[src/rtl/placar_pkg.sv]
// Shared constants, converter state encoding and the double-dabble digit
// adjust used by the placar scoring stage.
package placar_pkg;

    localparam int BCD_DIGIT_W = 4;
    localparam int BCD_DIGITS  = 5;
    localparam int BCD_W       = BCD_DIGIT_W * BCD_DIGITS;
    localparam int MAX_SCORE   = 99999;

    typedef enum logic [1:0] {
        ST_IDLE  = 2'd0,
        ST_SHIFT = 2'd1,
        ST_DONE  = 2'd2
    } conv_state_e;

    // Add 3 to every BCD digit that is 5 or more, ahead of the left shift.
    function automatic logic [BCD_W-1:0] bcd_adjust(input logic [BCD_W-1:0] v);
        logic [BCD_W-1:0] r;
        r = v;
        for (int d = 0; d < BCD_DIGITS; d++) begin
            if (v[d*BCD_DIGIT_W +: BCD_DIGIT_W] >= 4'd5) begin
                r[d*BCD_DIGIT_W +: BCD_DIGIT_W] = v[d*BCD_DIGIT_W +: BCD_DIGIT_W] + 4'd3;
            end else begin
                r[d*BCD_DIGIT_W +: BCD_DIGIT_W] = v[d*BCD_DIGIT_W +: BCD_DIGIT_W];
            end
        end
        return r;
    endfunction

endpackage

[src/rtl/bin2bcd_seq.sv]
// Sequential double-dabble: one shift per cycle, SCORE_W shifts per
// conversion, result loaded into bcd in the DONE state.
module bin2bcd_seq
    import placar_pkg::*;
#(
    parameter int SCORE_W = 17
) (
    input  logic               CLOCK_25,
    input  logic               rst,
    input  logic               start,
    input  logic [SCORE_W-1:0] bin,
    output logic               busy,
    output logic               done,
    output logic [BCD_W-1:0]   bcd
);

    localparam int CNT_W = $clog2(SCORE_W + 1);

    conv_state_e        state_r;
    conv_state_e        state_nxt_s;
    logic [SCORE_W-1:0] bin_r;
    logic [BCD_W-1:0]   acc_r;
    logic [CNT_W-1:0]   cnt_r;
    logic [BCD_W-1:0]   bcd_r;

    // Converter state register.
    always_ff @(posedge CLOCK_25) begin
        if (rst) begin
            state_r <= ST_IDLE;
        end else begin
            state_r <= state_nxt_s;
        end
    end

    // Next-state decode.
    always_comb begin
        state_nxt_s = state_r;
        case (state_r)
            ST_IDLE: begin
                if (start) begin
                    state_nxt_s = ST_SHIFT;
                end else begin
                    state_nxt_s = ST_IDLE;
                end
            end
            ST_SHIFT: begin
                if (cnt_r == CNT_W'(SCORE_W - 1)) begin
                    state_nxt_s = ST_DONE;
                end else begin
                    state_nxt_s = ST_SHIFT;
                end
            end
            ST_DONE: state_nxt_s = ST_IDLE;
            default: state_nxt_s = ST_IDLE;
        endcase
    end

    // Shift datapath and result register.
    always_ff @(posedge CLOCK_25) begin
        if (rst) begin
            bin_r <= '0;
            acc_r <= '0;
            cnt_r <= '0;
            bcd_r <= '0;
        end else begin
            case (state_r)
                ST_IDLE: begin
                    if (start) begin
                        bin_r <= bin;
                        acc_r <= '0;
                        cnt_r <= '0;
                    end
                end
                ST_SHIFT: begin
                    {acc_r, bin_r} <= {bcd_adjust(acc_r), bin_r} << 1;
                    cnt_r          <= cnt_r + CNT_W'(1);
                end
                ST_DONE: bcd_r <= acc_r;
                default: bcd_r <= bcd_r;
            endcase
        end
    end

    assign busy = (state_r != ST_IDLE);
    assign done = (state_r == ST_DONE);
    assign bcd  = bcd_r;

endmodule

[src/rtl/placar_score_ctrl.sv]
// Placar scoring stage: lane edge detect, saturating score/combo with combo
// multiplier, and a background BCD conversion feeding the 7-segment driver.
module placar_score_ctrl
    import placar_pkg::*;
#(
    parameter int LANES      = 8,
    parameter int SCORE_W    = 17,
    parameter int MAX_SCORE  = placar_pkg::MAX_SCORE,
    parameter int COMBO_STEP = 10,
    parameter int MAX_MULT   = 4
) (
    input  logic               CLOCK_25,
    input  logic               rst,
    input  logic [LANES-1:0]   ponto_vec,
    input  logic [LANES-1:0]   erro_vec,
    input  logic               fim_de_jogo,
    output logic [SCORE_W-1:0] score,
    output logic [7:0]         combo,
    output logic [2:0]         mult,
    output logic [19:0]        display,
    output logic               display_valid
);

    localparam int HIT_W = $clog2(LANES + 1);
    localparam int SUM_W = SCORE_W + 4;

    logic [LANES-1:0]   prev_ponto_r, prev_erro_r;
    logic [HIT_W-1:0]   hits_s, hits_r;
    logic               miss_s, miss_r;
    logic [SCORE_W-1:0] score_r, score_nxt_s, conv_val_r;
    logic [7:0]         combo_r, combo_nxt_s, quot_s;
    logic [8:0]         combo_sum_s;
    logic [2:0]         mult_r, mult_nxt_s;
    logic [SUM_W-1:0]   sum_s;
    logic               score_chg_r, pending_r, display_valid_r;
    logic               start_s, conv_busy_s, conv_done_s;

    // Rising-edge detect and hit popcount.
    always_comb begin
        hits_s = '0;
        for (int i = 0; i < LANES; i++) begin
            hits_s = hits_s + HIT_W'(ponto_vec[i] & ~prev_ponto_r[i]);
        end
        miss_s = |(erro_vec & ~prev_erro_r);
    end

    // Next score, combo and multiplier; a miss still scores at the old multiplier.
    always_comb begin
        sum_s       = SUM_W'(score_r) + SUM_W'(hits_r) * SUM_W'(mult_r);
        combo_sum_s = 9'(combo_r) + 9'(hits_r);
        if (fim_de_jogo) begin
            score_nxt_s = score_r;
            combo_nxt_s = combo_r;
        end else begin
            if (sum_s > SUM_W'(MAX_SCORE)) begin
                score_nxt_s = SCORE_W'(MAX_SCORE);
            end else begin
                score_nxt_s = sum_s[SCORE_W-1:0];
            end
            if (miss_r) begin
                combo_nxt_s = 8'd0;
            end else if (combo_sum_s > 9'd255) begin
                combo_nxt_s = 8'd255;
            end else begin
                combo_nxt_s = combo_sum_s[7:0];
            end
        end
        quot_s = combo_nxt_s / 8'(COMBO_STEP);
        if (quot_s >= 8'(MAX_MULT - 1)) begin
            mult_nxt_s = 3'(MAX_MULT);
        end else begin
            mult_nxt_s = quot_s[2:0] + 3'd1;
        end
    end

    assign start_s = (score_chg_r | pending_r) & ~conv_busy_s;

    // Pipeline, score state, pending restart and display_valid tracking.
    always_ff @(posedge CLOCK_25) begin
        if (rst) begin
            prev_ponto_r    <= '1;
            prev_erro_r     <= '1;
            hits_r          <= '0;
            miss_r          <= 1'b0;
            score_r         <= '0;
            combo_r         <= 8'd0;
            mult_r          <= 3'd1;
            score_chg_r     <= 1'b0;
            pending_r       <= 1'b0;
            conv_val_r      <= '0;
            display_valid_r <= 1'b1;
        end else begin
            prev_ponto_r <= ponto_vec;
            prev_erro_r  <= erro_vec;
            hits_r       <= hits_s;
            miss_r       <= miss_s;
            score_r      <= score_nxt_s;
            combo_r      <= combo_nxt_s;
            mult_r       <= mult_nxt_s;
            score_chg_r  <= (score_nxt_s != score_r);
            if (start_s) begin
                pending_r  <= 1'b0;
                conv_val_r <= score_r;
            end else if (score_chg_r && conv_busy_s) begin
                pending_r <= 1'b1;
            end
            // A conversion that finishes on a stale value keeps valid low.
            if (score_chg_r) begin
                display_valid_r <= 1'b0;
            end else if (conv_done_s) begin
                display_valid_r <= (conv_val_r == score_r);
            end
        end
    end

    bin2bcd_seq #(
        .SCORE_W (SCORE_W)
    ) u_bin2bcd (
        .CLOCK_25 (CLOCK_25),
        .rst      (rst),
        .start    (start_s),
        .bin      (score_r),
        .busy     (conv_busy_s),
        .done     (conv_done_s),
        .bcd      (display)
    );

    assign score         = score_r;
    assign combo         = combo_r;
    assign mult          = mult_r;
    assign display_valid = display_valid_r;

endmodule

[config.mk]
export PLATFORM = sky130hd
export DESIGN_NAME = placar_score_ctrl
export DESIGN_NICKNAME = d
export VERILOG_FILES = /design/src/rtl/placar_pkg.sv /design/src/rtl/bin2bcd_seq.sv /design/src/rtl/placar_score_ctrl.sv
export SDC_FILE = /design/constraint.sdc
export NUM_CORES = 1
export LEC_CHECK = 0
export ABC_AREA = 0
export BUFFER_PORTS_ARGS = -buffer_cell sky130_fd_sc_hd__buf_2
export CAP_MARGIN = 20
export CORE_ASPECT_RATIO = 1.1
export CORE_MARGIN = 3
export CORE_UTILIZATION = 54
export CTS_CLUSTER_DIAMETER = 30
export CTS_CLUSTER_SIZE = 12
export DETAILED_ROUTE_END_ITERATION = 10
export HOLD_SLACK_MARGIN = 0.02
export PLACE_DENSITY = 0.73
export SLEW_MARGIN = 30
export SYNTH_ARGS = -nofsm -noshare
export SYNTH_HDL_FRONTEND = slang
export SYNTH_SLANG_ARGS = --single-unit
[constraint.sdc]
create_clock -name CLOCK_25 -period 4.6 [get_ports CLOCK_25]
set_clock_uncertainty 0.2 [all_clocks]
set_input_delay 0.46 -clock CLOCK_25 [delete_from_list [all_inputs] [get_ports CLOCK_25]]
set_output_delay 0.46 -clock CLOCK_25 [all_outputs]
set_load 0.005 [all_outputs]
==> qor.yml <==
finish:
  fillers: 1073
  layout.cells.non_filler: 1115
  area_growth_pct: 18.4
  final_nets: 1006
  drive_gt1_frac: 0.191
  fin_area_sq_um: 8470
  final_util: 0.661
  diodes: 0
worst_setup_path:
  r2r_cells: 15
  crit_slowest_cell: "fa_1"
  reg2reg_to: "score_chg_r"
  cpMostUsedCell: "fa_1"
  cp_max_fo: 5
  criticalPathCategory: "reg2reg"
  worstPathCellList: "nand2_1 -> fa_1 -> inv_1 -> fa_1 -> ha_4 -> nor2b_2 -> o2111a_2 -> or2_1 -> a311o_1 -> o31ai_4 -> a21oi_2 -> or2_2 -> o31a_1 -> a2111oi_2 -> a41oi_1"
  max_stage_delay_ps: 550
  r2r_slack_ps: 120
  worst-path-buf-inv: 1
  start_kind: "flip-flop"
  setup.worst_path.start: "hits_r[1]"
  crit_path_end_kind: "flip-flop"
  critPathArrivalTime_ps: 4560
  cp.depth: 15
  worstReg2RegStart: "hits_r[1]"
  crit_required_ps: 4680
  crit_end: "score_chg_r"
  path_delay_family: "compound AO/OA/AOI/OAI gates"
timing:
  finalMaxSlewViolations: 0
  relSlewSlack: 0.460
  finalHoldViolations: 0
  fin_worst_hold_slack_ps: 36.8
  setup_tns_ps: 0
  fin_crit_sh: 0.974
  setup_viol: 0
  worstMarginPinSlew_ps: 810
  max_freq_mhz: 223
  fin_crit_ps: 4480
placement:
  post-dp-hpwl_mm: 11.5
  place_inst: 1082
  postPlaceCellArea_sq_um: 7680
  place_congestion: 0.922
  port_buffers: 67
floorplan:
  std_cell_rows: 43
  io_pins: 68
  die_height_um: 127
  die_area_sq_um: 14700
  core_region_area_sq_um: 12800
  initial_core_util: 0.558
  die_width_um: 116
yosys:
  synthDistinctLibCells: 72
  syn_nets: 947
  seq_area_frac_synth: 0.372
  netlist_area_sq_um: 7150
  synth_edf_count: 0
  netlist_instances: 886
  ys_seq_elements: 133
  syn_area_per_cell_sq_um: 8.07
  yosysTopAreaCellShare: 0.372
  synth_top_cell_by_area: "dfxtp_1"
  synthFlopType: "dfxtp_1"
  synthTopCellsByArea: "dfxtp_1, nand2_1, a21oi_1, ha_1, fa_1"
  synth-async-reset-ratio: 0
  yosys_warnings: 0
min_path:
  hold_class: "in2reg"
global_route:
  grt_use_met2: 0.374
  grt_first_pass_wirelength_mm: 28.3
  grt_use_met3: 0.0553
  grt_max_degree: 97
  gr-total-overflow: 0
  antenna_found_initial: 0
  grt.busiest_layer: "met2"
  track_usage: 0.239
  use_met1: 0.318
  grt_pass1_vias: 5853
route:
  drtIter0Drc: 524
  vias: 6484
  vias_per_cell: 5.82
  routedWlPerCell_um: 15.5
  ant_nets: 0
  drc: 0
  routed_wl_mm: 17.3
  firstDrtPassIters: 5
power:
  power.density_nw_per_um2: 360
  p_leak_nw: 3.37
  vdd_drop_max_mv: 0.272
clock_tree:
  clkSinkCount: 133
  cts_buffer_depth: 2
  cts.clk_slew.worst_paths_ps: 60
  cts_tree: "yes"
  clk_latency_ps: 420
  cts_setup_buffers: 0
  cts_made_buffers: 17
  cts_hold_buf: 0
  htree_levels: 4
  cts_root_buf: "clkbuf_16"
outcome:
  status: "complete, no violations"
job:
  drv_cap: 0
[timing repair]
| item | in CTS | in global routing |
|---|---|---|
| pin swaps | 0 | 11 |
| resized for setup | 1 | 18 |
| endpoints found under the setup margin | 1 | 7 |
| endpoints found under the hold margin | 0 | 0 |
[synth_stat cells (9+ instances only)]
library cell and count:
nor2b_1 14, nor3_1 25, dfxtp_1 133, or2_2 22, nand2_1 152, nor2_1 36, a221oi_1 9, xnor2_1 21
nand3_1 31, nand2b_1 13, xor2_1 13, inv_1 53, a31oi_1 26, ha_1 30, fa_1 12, o21ai_0 29
clkbuf_1 42, a21oi_1 92
[metrics by stage]
stage | total power [mW] | setup WS (ps)
floorplan | 1.40 | 228
global placement | 1.49 | 98.5
detailed placement | 1.49 | 25.0
CTS | 3.06 | 8.55
global route | 3.16 | -26.5
finish | 3.05 | 119
[power by group]
part | switching, mW | total (mW) | internal [mW]
logic | 0.162 | 0.267 | 0.105
clock network | 0.533 | 1.57 | 1.04
registers | 0.0281 | 1.21 | 1.18
total | 0.723 | 3.05 | 2.32
[layer usage]
metal	routed length [um]	up-vias
li1	-	3201
met1	7860	3011
met2	8080	226
met3	894	46
met4	450	0
met5	0	-
[cell type report]
cell class | count | area (sq um) | share of cell area
Clock buffer | 18 | 439 | 0.0519
Clock inverter | 14 | 246 | 0.0291
Inverter | 54 | 203 | 0.0239
Multi-Input combinational cell | 649 | 4190 | 0.495
Sequential cell | 133 | 2670 | 0.315
Tap cell | 157 | 196 | 0.0232
Timing Repair Buffer | 90 | 522 | 0.0616
[worst min path at each step]
| stage | startpoint | endpoint | slack (ps) | depth (start not counted) |
|---|---|---|---|---|
| global placement | u_bin2bcd.bcd[11] | u_bin2bcd.bcd[11] | 240 | 2 |
| finish | erro_vec[6] | prev_erro_r[6] | 40 | 2 |
| floorplan | u_bin2bcd.bin_r[16] | u_bin2bcd.acc_r[0] | 230 | 2 |
| detailed placement | u_bin2bcd.bcd[11] | u_bin2bcd.bcd[11] | 240 | 2 |
| CTS | erro_vec[6] | prev_erro_r[6] | 30 | 2 |
| global route | erro_vec[4] | prev_erro_r[4] | 30 | 2 |
[layout by cell type (no fill, tap or decap), types with 22 or more instances in the layout]
master and n:
o21ai_0 28, nor3_1 23, nand3_1 31, buf_4 22, dfxtp_1 128, nand2_1 152, ha_1 28, buf_2 66
inv_1 53, a31oi_1 25, a21oi_1 91, or2_2 22, nor2_1 36
[worst register-to-register path: stages (launching register included)]
cell       delay (ps)
dfxtp_2           350
nand2_1            80
fa_1              540
inv_1              50
fa_1              550
ha_4              230
nor2b_2           160
o2111a_2          290
or2_1             280
a311o_1           370
o31ai_4           110
a21oi_2           110
or2_2             330
o31a_1            260
a2111oi_2         280
a41oi_1           150
[registers in the layout, indices dropped and copies added (netlist names), 8 cells and up]
name             cells
u_bin2bcd.acc_r     20
u_bin2bcd.bcd       20
conv_val_r          17
score               17
u_bin2bcd.bin_r     17
combo                8
prev_erro_r          8
prev_ponto_r         8
[cell families after synthesis]
logic type,after synthesis,share of synthesized area
muxes,3,0.00437
xor gates and xnor gates,34,0.0416
AOI/OAI and AO/OA,231,0.215
buffers and inverters,104,0.0556
DFF,133,0.372
adders and majority gates,42,0.0861
and+or+nand+nor,339,0.225
No activity file was read; power rests on OpenSTA's default activity.
